$ cat src/rtl/mux_pkg.sv
// Shared types and helpers for the skid-buffered operand select.
package mux_pkg;

  localparam int unsigned MAX_N_IN = 16;

  // Number of beats held by the output stage.
  typedef enum logic [1:0] {
    EMPTY = 2'd0,
    ONE   = 2'd1,
    TWO   = 2'd2
  } state_t;

  // Select width for n inputs, never narrower than one bit.
  function automatic int unsigned sel_w(input int unsigned n);
    int unsigned w;
    w = $clog2(n);
    return (w < 1) ? 1 : w;
  endfunction

endpackage

$ cat src/rtl/mux_sel_comb.sv
// Combinational N_IN:1 word select; codes at or above N_IN give zero and raise o_err_c.
module mux_sel_comb
  import mux_pkg::*;
#(
  parameter  int unsigned WIDTH = 16,
  parameter  int unsigned N_IN  = 3,
  localparam int unsigned SEL_W = sel_w(N_IN)
) (
  input  logic [N_IN*WIDTH-1:0] i_in_flat,
  input  logic [SEL_W-1:0]      i_set,
  output logic [WIDTH-1:0]      o_word_c,
  output logic                  o_err_c
);

  // Compare against every legal code so out-of-range selects never index past in_flat.
  always_comb begin
    o_word_c = '0;
    o_err_c  = 1'b1;
    for (int unsigned i = 0; i < N_IN; i++) begin
      if (i_set == SEL_W'(i)) begin
        o_word_c = i_in_flat[i*WIDTH +: WIDTH];
        o_err_c  = 1'b0;
      end
    end
  end

endmodule

$ cat src/rtl/mux_skid_sel.sv
// Registered N_IN:1 operand select behind a valid/ready handshake with a 2-entry skid buffer.
// Define MUX_SKID_ERRCNT_EN to add the saturating err_cnt output.
module mux_skid_sel
  import mux_pkg::*;
#(
  parameter  int unsigned WIDTH = 16,
  parameter  int unsigned N_IN  = 3,
  localparam int unsigned SEL_W = sel_w(N_IN)
) (
  input  logic                  clk,
  input  logic                  reset,
  input  logic [N_IN*WIDTH-1:0] in_flat,
  input  logic [SEL_W-1:0]      set,
  input  logic                  in_valid,
  output logic                  in_ready,
  output logic [WIDTH-1:0]      out,
  output logic                  out_err,
  output logic                  out_valid,
  input  logic                  out_ready,
  output logic                  err_sticky,
  input  logic                  err_clr
`ifdef MUX_SKID_ERRCNT_EN
  ,
  output logic [7:0]            err_cnt
`endif
);

  state_t           r_state;
  state_t           w_state_nxt;
  logic [WIDTH-1:0] r_main_data;
  logic             r_main_err;
  logic [WIDTH-1:0] r_skid_data;
  logic             r_skid_err;
  logic             r_out_valid;
  logic             r_in_ready;
  logic             r_err_sticky;

  logic [WIDTH-1:0] w_sel_word;
  logic             w_sel_err;
  logic             w_accept;
  logic             w_drain;
  logic             w_load_main;
  logic             w_load_skid;
  logic             w_skid_to_main;
  logic             w_err_accept;

  mux_sel_comb #(
    .WIDTH (WIDTH),
    .N_IN  (N_IN)
  ) u_sel (
    .i_in_flat (in_flat),
    .i_set     (set),
    .o_word_c  (w_sel_word),
    .o_err_c   (w_sel_err)
  );

  assign w_accept     = in_valid && r_in_ready;
  assign w_drain      = r_out_valid && out_ready;
  assign w_err_accept = w_accept && w_sel_err;

  always_ff @(posedge clk) begin
    if (reset) begin
      r_state <= EMPTY;
    end else begin
      r_state <= w_state_nxt;
    end
  end

  // Occupancy transitions and the datapath load strobes they imply.
  always_comb begin
    w_state_nxt    = r_state;
    w_load_main    = 1'b0;
    w_load_skid    = 1'b0;
    w_skid_to_main = 1'b0;
    case (r_state)
      EMPTY: begin
        if (w_accept) begin
          w_load_main = 1'b1;
          w_state_nxt = ONE;
        end
      end
      ONE: begin
        if (w_accept && !w_drain) begin
          w_load_skid = 1'b1;
          w_state_nxt = TWO;
        end else if (w_accept && w_drain) begin
          w_load_main = 1'b1;
        end else if (w_drain) begin
          w_state_nxt = EMPTY;
        end
      end
      TWO: begin
        if (w_drain) begin
          w_skid_to_main = 1'b1;
          w_state_nxt    = ONE;
        end
      end
      default: begin
        w_state_nxt = EMPTY;
      end
    endcase
  end

  // Handshake flags track the next occupancy so both stay registered.
  always_ff @(posedge clk) begin
    if (reset) begin
      r_out_valid <= 1'b0;
      r_in_ready  <= 1'b1;
      r_main_data <= '0;
      r_main_err  <= 1'b0;
      r_skid_data <= '0;
      r_skid_err  <= 1'b0;
    end else begin
      r_out_valid <= (w_state_nxt != EMPTY);
      r_in_ready  <= (w_state_nxt != TWO);
      if (w_load_main) begin
        r_main_data <= w_sel_word;
        r_main_err  <= w_sel_err;
      end else if (w_skid_to_main) begin
        r_main_data <= r_skid_data;
        r_main_err  <= r_skid_err;
      end
      if (w_load_skid) begin
        r_skid_data <= w_sel_word;
        r_skid_err  <= w_sel_err;
      end
    end
  end

  // A new error beat outranks a clear in the same cycle.
  always_ff @(posedge clk) begin
    if (reset) begin
      r_err_sticky <= 1'b0;
    end else if (w_err_accept) begin
      r_err_sticky <= 1'b1;
    end else if (err_clr) begin
      r_err_sticky <= 1'b0;
    end
  end

`ifdef MUX_SKID_ERRCNT_EN
  logic [7:0] r_err_cnt;

  always_ff @(posedge clk) begin
    if (reset) begin
      r_err_cnt <= 8'd0;
    end else if (err_clr) begin
      r_err_cnt <= w_err_accept ? 8'd1 : 8'd0;
    end else if (w_err_accept && (r_err_cnt != 8'hFF)) begin
      r_err_cnt <= r_err_cnt + 8'd1;
    end
  end

  assign err_cnt = r_err_cnt;
`endif

  assign in_ready   = r_in_ready;
  assign out        = r_main_data;
  assign out_err    = r_main_err;
  assign out_valid  = r_out_valid;
  assign err_sticky = r_err_sticky;

endmodule
$ cat config.mk
export PLATFORM = sky130hd
export DESIGN_NAME = mux_skid_sel
export DESIGN_NICKNAME = d
export VERILOG_FILES = /design/src/rtl/mux_pkg.sv /design/src/rtl/mux_sel_comb.sv /design/src/rtl/mux_skid_sel.sv
export SDC_FILE = /design/constraint.sdc
export NUM_CORES = 1
export LEC_CHECK = 0
export CORE_UTILIZATION = 50
export CTS_CLUSTER_DIAMETER = 80
export DETAILED_ROUTE_END_ITERATION = 7
export DONT_BUFFER_PORTS = 1
export GPL_TIMING_DRIVEN = 0
export MAX_ROUTING_LAYER = met4
export PLACE_DENSITY_LB_ADDON = 0.05
export SKIP_LAST_GASP = 1
export SLEW_MARGIN = 25
export SYNTH_ARGS = -nofsm -noshare
export SYNTH_HDL_FRONTEND = slang
export SYNTH_SLANG_ARGS = --single-unit
$ cat constraint.sdc
create_clock -name clk -period 2.8 [get_ports clk]
set_clock_uncertainty 0.1 [all_clocks]
set_input_delay 0.42 -clock clk [delete_from_list [all_inputs] [get_ports clk]]
set_output_delay 0.42 -clock clk [all_outputs]
set_load 0.005 [all_outputs]
# Yosys cells after proc, flatten, opt, wreduce, memory -nomap -nowiden

Cells that the tools add are included.

Flip-flop bits (word level): 39
Word-level logic and storage cells: 50

Equality and inequality tests: 5
Multiplexer cells: 26
Reduce and logical (&&, ||, !) cells: 11

Operators by type and width:

| operator           | number |
|---|---|
| $mux 16            | 5 |
| $mux 1             | 14 |
| $mux 2             | 5 |
| $pmux 2 s3         | 1 |
| $reduce_bool 2->1  | 3 |
| $logic_and 1x1->1  | 5 |
| $eq 2x1->1 const B | 2 |
| $eq 2x2->1 const B | 2 |
| $logic_not 2->1    | 2 |
| $ne 2x2->1 const B | 1 |
| $pmux 1 s2         | 1 |
| $logic_not 1->1    | 1 |

# Logic depth before layout (Yosys ltp)

Word-level depth: 6
Gate-level depth with buffers: 6

# Modules after synthesis

Synthesis repeated with hierarchy kept, for this count alone.

Cell total of the unflattened synthesis: 237
Area total of the unflattened synthesis: 2172.1 µm²

Modules (own cells, without submodules):

| module       | times used | cells each | area an instance (µm²) |
|---|---|---|---|
| mux_skid_sel | 1          | 197        | 1715.4 |
| mux_sel_comb | 1          | 40         | 456.7 |

# Least setup slack after synthesis

OpenSTA, ideal clock, no wires.

Path type: input port to flip-flop
From: in set[0]
To: reg r_main_data[10] (netlist: out[10])
Arrival: 1.245 ns
Required time: 2.566 ns
Setup slack: 1.321 ns
Stages: 6
Buffers on the path: 2
Path through: buf_4 buf_6 mux2i_1 o2bb2ai_1 o211ai_1 a21oi_1

Cells in the longest elaborated chain, start to end: 5
Elaborated cells on any way between the ends: 7

Ends and longest elaborated chain:

| element               | line                | text |
|---|---|---|
| start, declared       | mux_skid_sel.sv:13  | `input logic [SEL_W-1:0] set,` |
| $logic_not 2->1       | mux_sel_comb.sv:20  | `if (i_set == SEL_W'(i)) begin` |
| $mux 16 (2 in series) | mux_sel_comb.sv:20  |  |
| $mux 16 *             | mux_sel_comb.sv:20  |  |
| $mux 16 *             | mux_skid_sel.sv:116 | `if (w_load_main) begin` |
| end signal, assigned  | mux_skid_sel.sv:117 | `r_main_data <= w_sel_word;` |
| end signal, assigned  | mux_skid_sel.sv:120 | `r_main_data <= r_skid_data;` |
| end, declared         | mux_skid_sel.sv:30  | `logic [WIDTH-1:0] r_main_data;` |

Mark *: on every way between the ends. The rest lies on a longest branch, timed or not.
A chain may end at the register's enable or synchronous reset.

# Worst setup path in the final report

From: reg r_out_valid (netlist: out_valid)
To: reg r_main_data[15] (netlist: out[15])

Cells in the longest elaborated chain, start to end: 6
Elaborated cells on any way between the ends: 11

Ends and longest elaborated chain:

| element                                                     | line                                   | text |
|---|---|---|
| start, declared                                             | mux_skid_sel.sv:34                     | `logic r_out_valid;` |
| start signal, assigned                                      | mux_skid_sel.sv:114                    | `r_out_valid <= (w_state_nxt != EMPTY);` |
| $logic_and 1x1->1 *                                         | mux_skid_sel.sv:58                     | `assign w_drain = r_out_valid && out_ready;` |
| $logic_and 1x1->1 / $logic_not 1->1 (equally long branches) | mux_skid_sel.sv:86, mux_skid_sel.sv:83 |  |
| $mux 1 / $logic_and 1x1->1 (equally long branches)          | mux_skid_sel.sv:86, mux_skid_sel.sv:83 |  |
| $mux 1                                                      | mux_skid_sel.sv:83                     | `if (w_accept && !w_drain) begin` |
| $pmux 1 s2                                                  | mux_skid_sel.sv:75                     | `case (r_state)` |
| $mux 16 / $reduce_bool 2->1 (equally long branches)         | -                                      |  |

Marks and branches as above.

==> run_results.csv <==
group,metric,value,unit
worst_hold_path,whs_path_depth,2,
cells_and_area,layout_commonest_cell,"dfxtp_1",
sta,fin_crit_sh,0.6128,
sta,relSlewSlack,0.5670,
logic_synthesis,synth-seq-cells,39,
setup_path,rr_endpoint,"out[15]$_SDFFE_PP0P_",
clock_network,clk_latency,0.29,ns
setup_path,crit_arrival,1.81,ns
setup_path,crit_chain,"nand2_1, nor3b_1, nand2_1, a311oi_1",
worst_hold_path,min_to,"err_sticky$_SDFFE_PP0P_",
sta,fin_tns_setup,0,ns
setup_path,worstPathMaxFanout,5,
setup_path,cpPeakStageDelay,0.46,ns
setup_path,required,2.89,ns
clock_network,clock_sinks,39,
floorplanning,die_h,66.59,um
clock_network,clockBufferDepth,2,
global_routing,grt_overflow,0,
routing,finalWirelength,5332,um
clock_network,post_cts_buffers,0,
sta,fin_crit,1.716,ns
setup_path,r2r_slack,1.08,ns
cells_and_area,finish.utilization,0.5590,
place,io_buffers,0,
run_status,outcome,"finished, final reports clean",
floorplanning,fp.dieArea,4434,sq um
global_routing,grt.total_usage,0.2644,
cells_and_area,drive_gt1_frac,0.1784,
logic_synthesis,syn-num-nets,289,
setup_path,crit_path_top_delay_cell,"nor3b_1",
logic_synthesis,syn_inst,234,
worst_hold_path,hp-start,"in_valid",
floorplanning,initial_core_util,0.5214,
sta,setup_viol_count_final,0,
routing,wl_per_cell,18.32,um
clock_network,clkTransAtPathRegs,0.07,ns
cells_and_area,fill_cells,387,
sta,slew_violations,0,
clock_network,clock-root-buffer,"clkbuf_8",
floorplanning,fp.coreArea,4000,sq um
sta,max_freq,582.8,MHz
setup_path,r2r-start,"out_valid$_SDFF_PP0_",
sta,setup_slack,1.084,ns
clock_network,cts_buffers,5,
sta,worst_slew_pin_slew,0.6495,ns
cells_and_area,final_area,2236,sq um
flow_run,maxCapViolCount,0,
place,pre_cts_slack,1.037,ns
place,place_hpwl,3868,um
clock_network,ctsHoldBuffers,0,
floorplanning,ios,75,
logic_synthesis,avgSynthCellArea,8.913,sq um
setup_path,path_class,"reg -> reg",
setup_path,worstSetupStartpointType,"flop",
global_routing,grt_max_degree,12,
routing,drtIter0Drc,81,
global_routing,antenna_found_initial,0,
routing,first_pass_iters,4,
clock_network,cts_tree,"built",
sta,rsz0062_at_grt,"false",
worst_hold_path,hold_path_class,"in -> reg",
place,gp_congestion,0.8321,
setup_path,cpLargestDelayFamily,"simple AND/OR/NAND/NOR gates",
cells_and_area,area_growth,7.198,%
routing,remaining_drc_errors,0,
global_routing,grt_pass1_wl,8314,um
setup_path,worst-path-buf-inv,0,
clock_network,cts_resized,0,
logic_synthesis,synthDistinctLibCells,40,
sta,finalHoldViolCount,0,
cells_and_area,final_cell_mix,"dfxtp_1, nor2_1, nand2_1",
pwr,p_leak,0.7763,nW
sta,timing.hold.ws,0.1991,ns
logic_synthesis,syn_area,2086,sq um
floorplanning,die_x,66.59,um
routing,via_per_inst,6.241,
global_routing,grt_pass1_vias,1743,
clock_network,htreeDepth,2,
pwr,irDropWorstVdd,0.3636,mV
floorplanning,rows,23,
cells_and_area,diodes,0,
cells_and_area,final_nets,296,
setup_path,ff2ff_path_depth,4,
setup_path,endpoint_kind,"flop",
logic_synthesis,yosysWarnings,0,
pwr,p_per_area,602.2,nW/um^2
logic_synthesis,synth-seq-area-share,0.3743,
routing,ant_nets,0,
place,placed_area,2148,sq um
setup_path,crit_top_cell,"nand2_1",
routing,via_count,1816,
-- Yosys cell counts (all sizes together) --
cell / count / area share
buf: 13 / 0.052
nor3b: 1 / 0.0036
o21bai: 12 / 0.043
nand4b: 1 / 0.0042
nor2b: 1 / 0.0030
inv: 1 / 0.0018
mux2i: 16 / 0.077
a31oi: 1 / 0.0030
clkbuf: 6 / 0.011
a22oi: 2 / 0.0072
nor3: 16 / 0.060
a311oi: 2 / 0.0084
a32oi: 1 / 0.0042
a21o: 1 / 0.0036
a211oi: 4 / 0.014
nand3: 1 / 0.0048
o2bb2ai: 14 / 0.059
a21oi: 16 / 0.040
o211a: 1 / 0.0048
a21boi: 1 / 0.0090
nand2b: 2 / 0.0060
a221oi: 1 / 0.0042
nand2: 24 / 0.044
o211ai: 13 / 0.047
o21ai: 3 / 0.0072
nand4: 2 / 0.0060
and3b: 1 / 0.0042
nor2: 34 / 0.072
nand4bb: 1 / 0.0054
dfxtp: 39 / 0.37
nand3b: 2 / 0.013
and2: 1 / 0.0030
-- sequential cells by signal, indices dropped and copies added (netlist names) --
name and count:
r_state 2, out_valid 1, in_ready 1, r_skid_err 1, err_sticky 1, out 16, r_skid_data 16, out_err 1
-- power breakdown --
part | switching [W] | internal, W | total [W]
clock | 0.000195 | 0.000193 | 0.000388
combinational | 0.000180 | 0.000130 | 0.000310
sequential | 0.0000414 | 0.000607 | 0.000649
-- metal layers --
layer / wire length [um] / up-vias / global-route usage / part of all wire
met5: 0 / - / - / 0
met4: 77 / 0 / 0.09309 / 0.014
met3: 283 / 9 / 0.06336 / 0.053
met2: 2742 / 59 / 0.4533 / 0.51
met1: 2228 / 881 / 0.2981 / 0.42
li1: - / 867 / - / -
-- logic make-up (layout without fill, tap and decap cells) --
group	Yosys count	after routing	share of synthesized area
flops	39	39	0.3743
simple gates	87	87	0.2298
mux	16	16	0.07678
compound gates	72	72	0.2550
buf+inv	20	27	0.06418
-- how the worst max path moves through the flow --
stage | slack, ns | cells after the start | start | endpoint
after global placement | 1.05 | 5 | set[1] | out[7]$_SDFFE_PP0P_
after floorplan | 1.32 | 6 | set[0] | out[10]$_SDFFE_PP0P_
after CTS | 1.11 | 5 | r_state[0]$_SDFF_PP0_ | out[7]$_SDFFE_PP0P_
after detailed placement | 1.04 | 5 | set[1] | out[7]$_SDFFE_PP0P_
final | 1.08 | 4 | out_valid$_SDFF_PP0_ | out[15]$_SDFFE_PP0P_
after global routing | 0.99 | 5 | r_state[1]$_SDFF_PP0_ | out[7]$_SDFFE_PP0P_
-- final cells by class --
type / count / area, sq um / area share
Clock buffer: 6 / 82.58 / 0.03693
Multi-Input combinational cell: 175 / 1171 / 0.5238
Clock inverter: 1 / 5.005 / 0.002238
Sequential cell: 39 / 780.7 / 0.3492
Inverter: 1 / 3.754 / 0.001679
Buffer: 19 / 130.1 / 0.05820
Tap cell: 50 / 62.56 / 0.02798
-- metrics by stage --
| step | cells | total power, W |
|---|---|---|
| 2_1_floorplan | 234 | 0.0008981 |
| 3_3_place_gp | 284 | 0.0009606 |
| 3_5_place_dp | 284 | 0.0009717 |
| 4_1_cts | 291 | 0.001352 |
| 5_1_grt | 291 | 0.001411 |
| 6_report | 291 | 0.001346 |
Power figures use the tool's default switching activity.
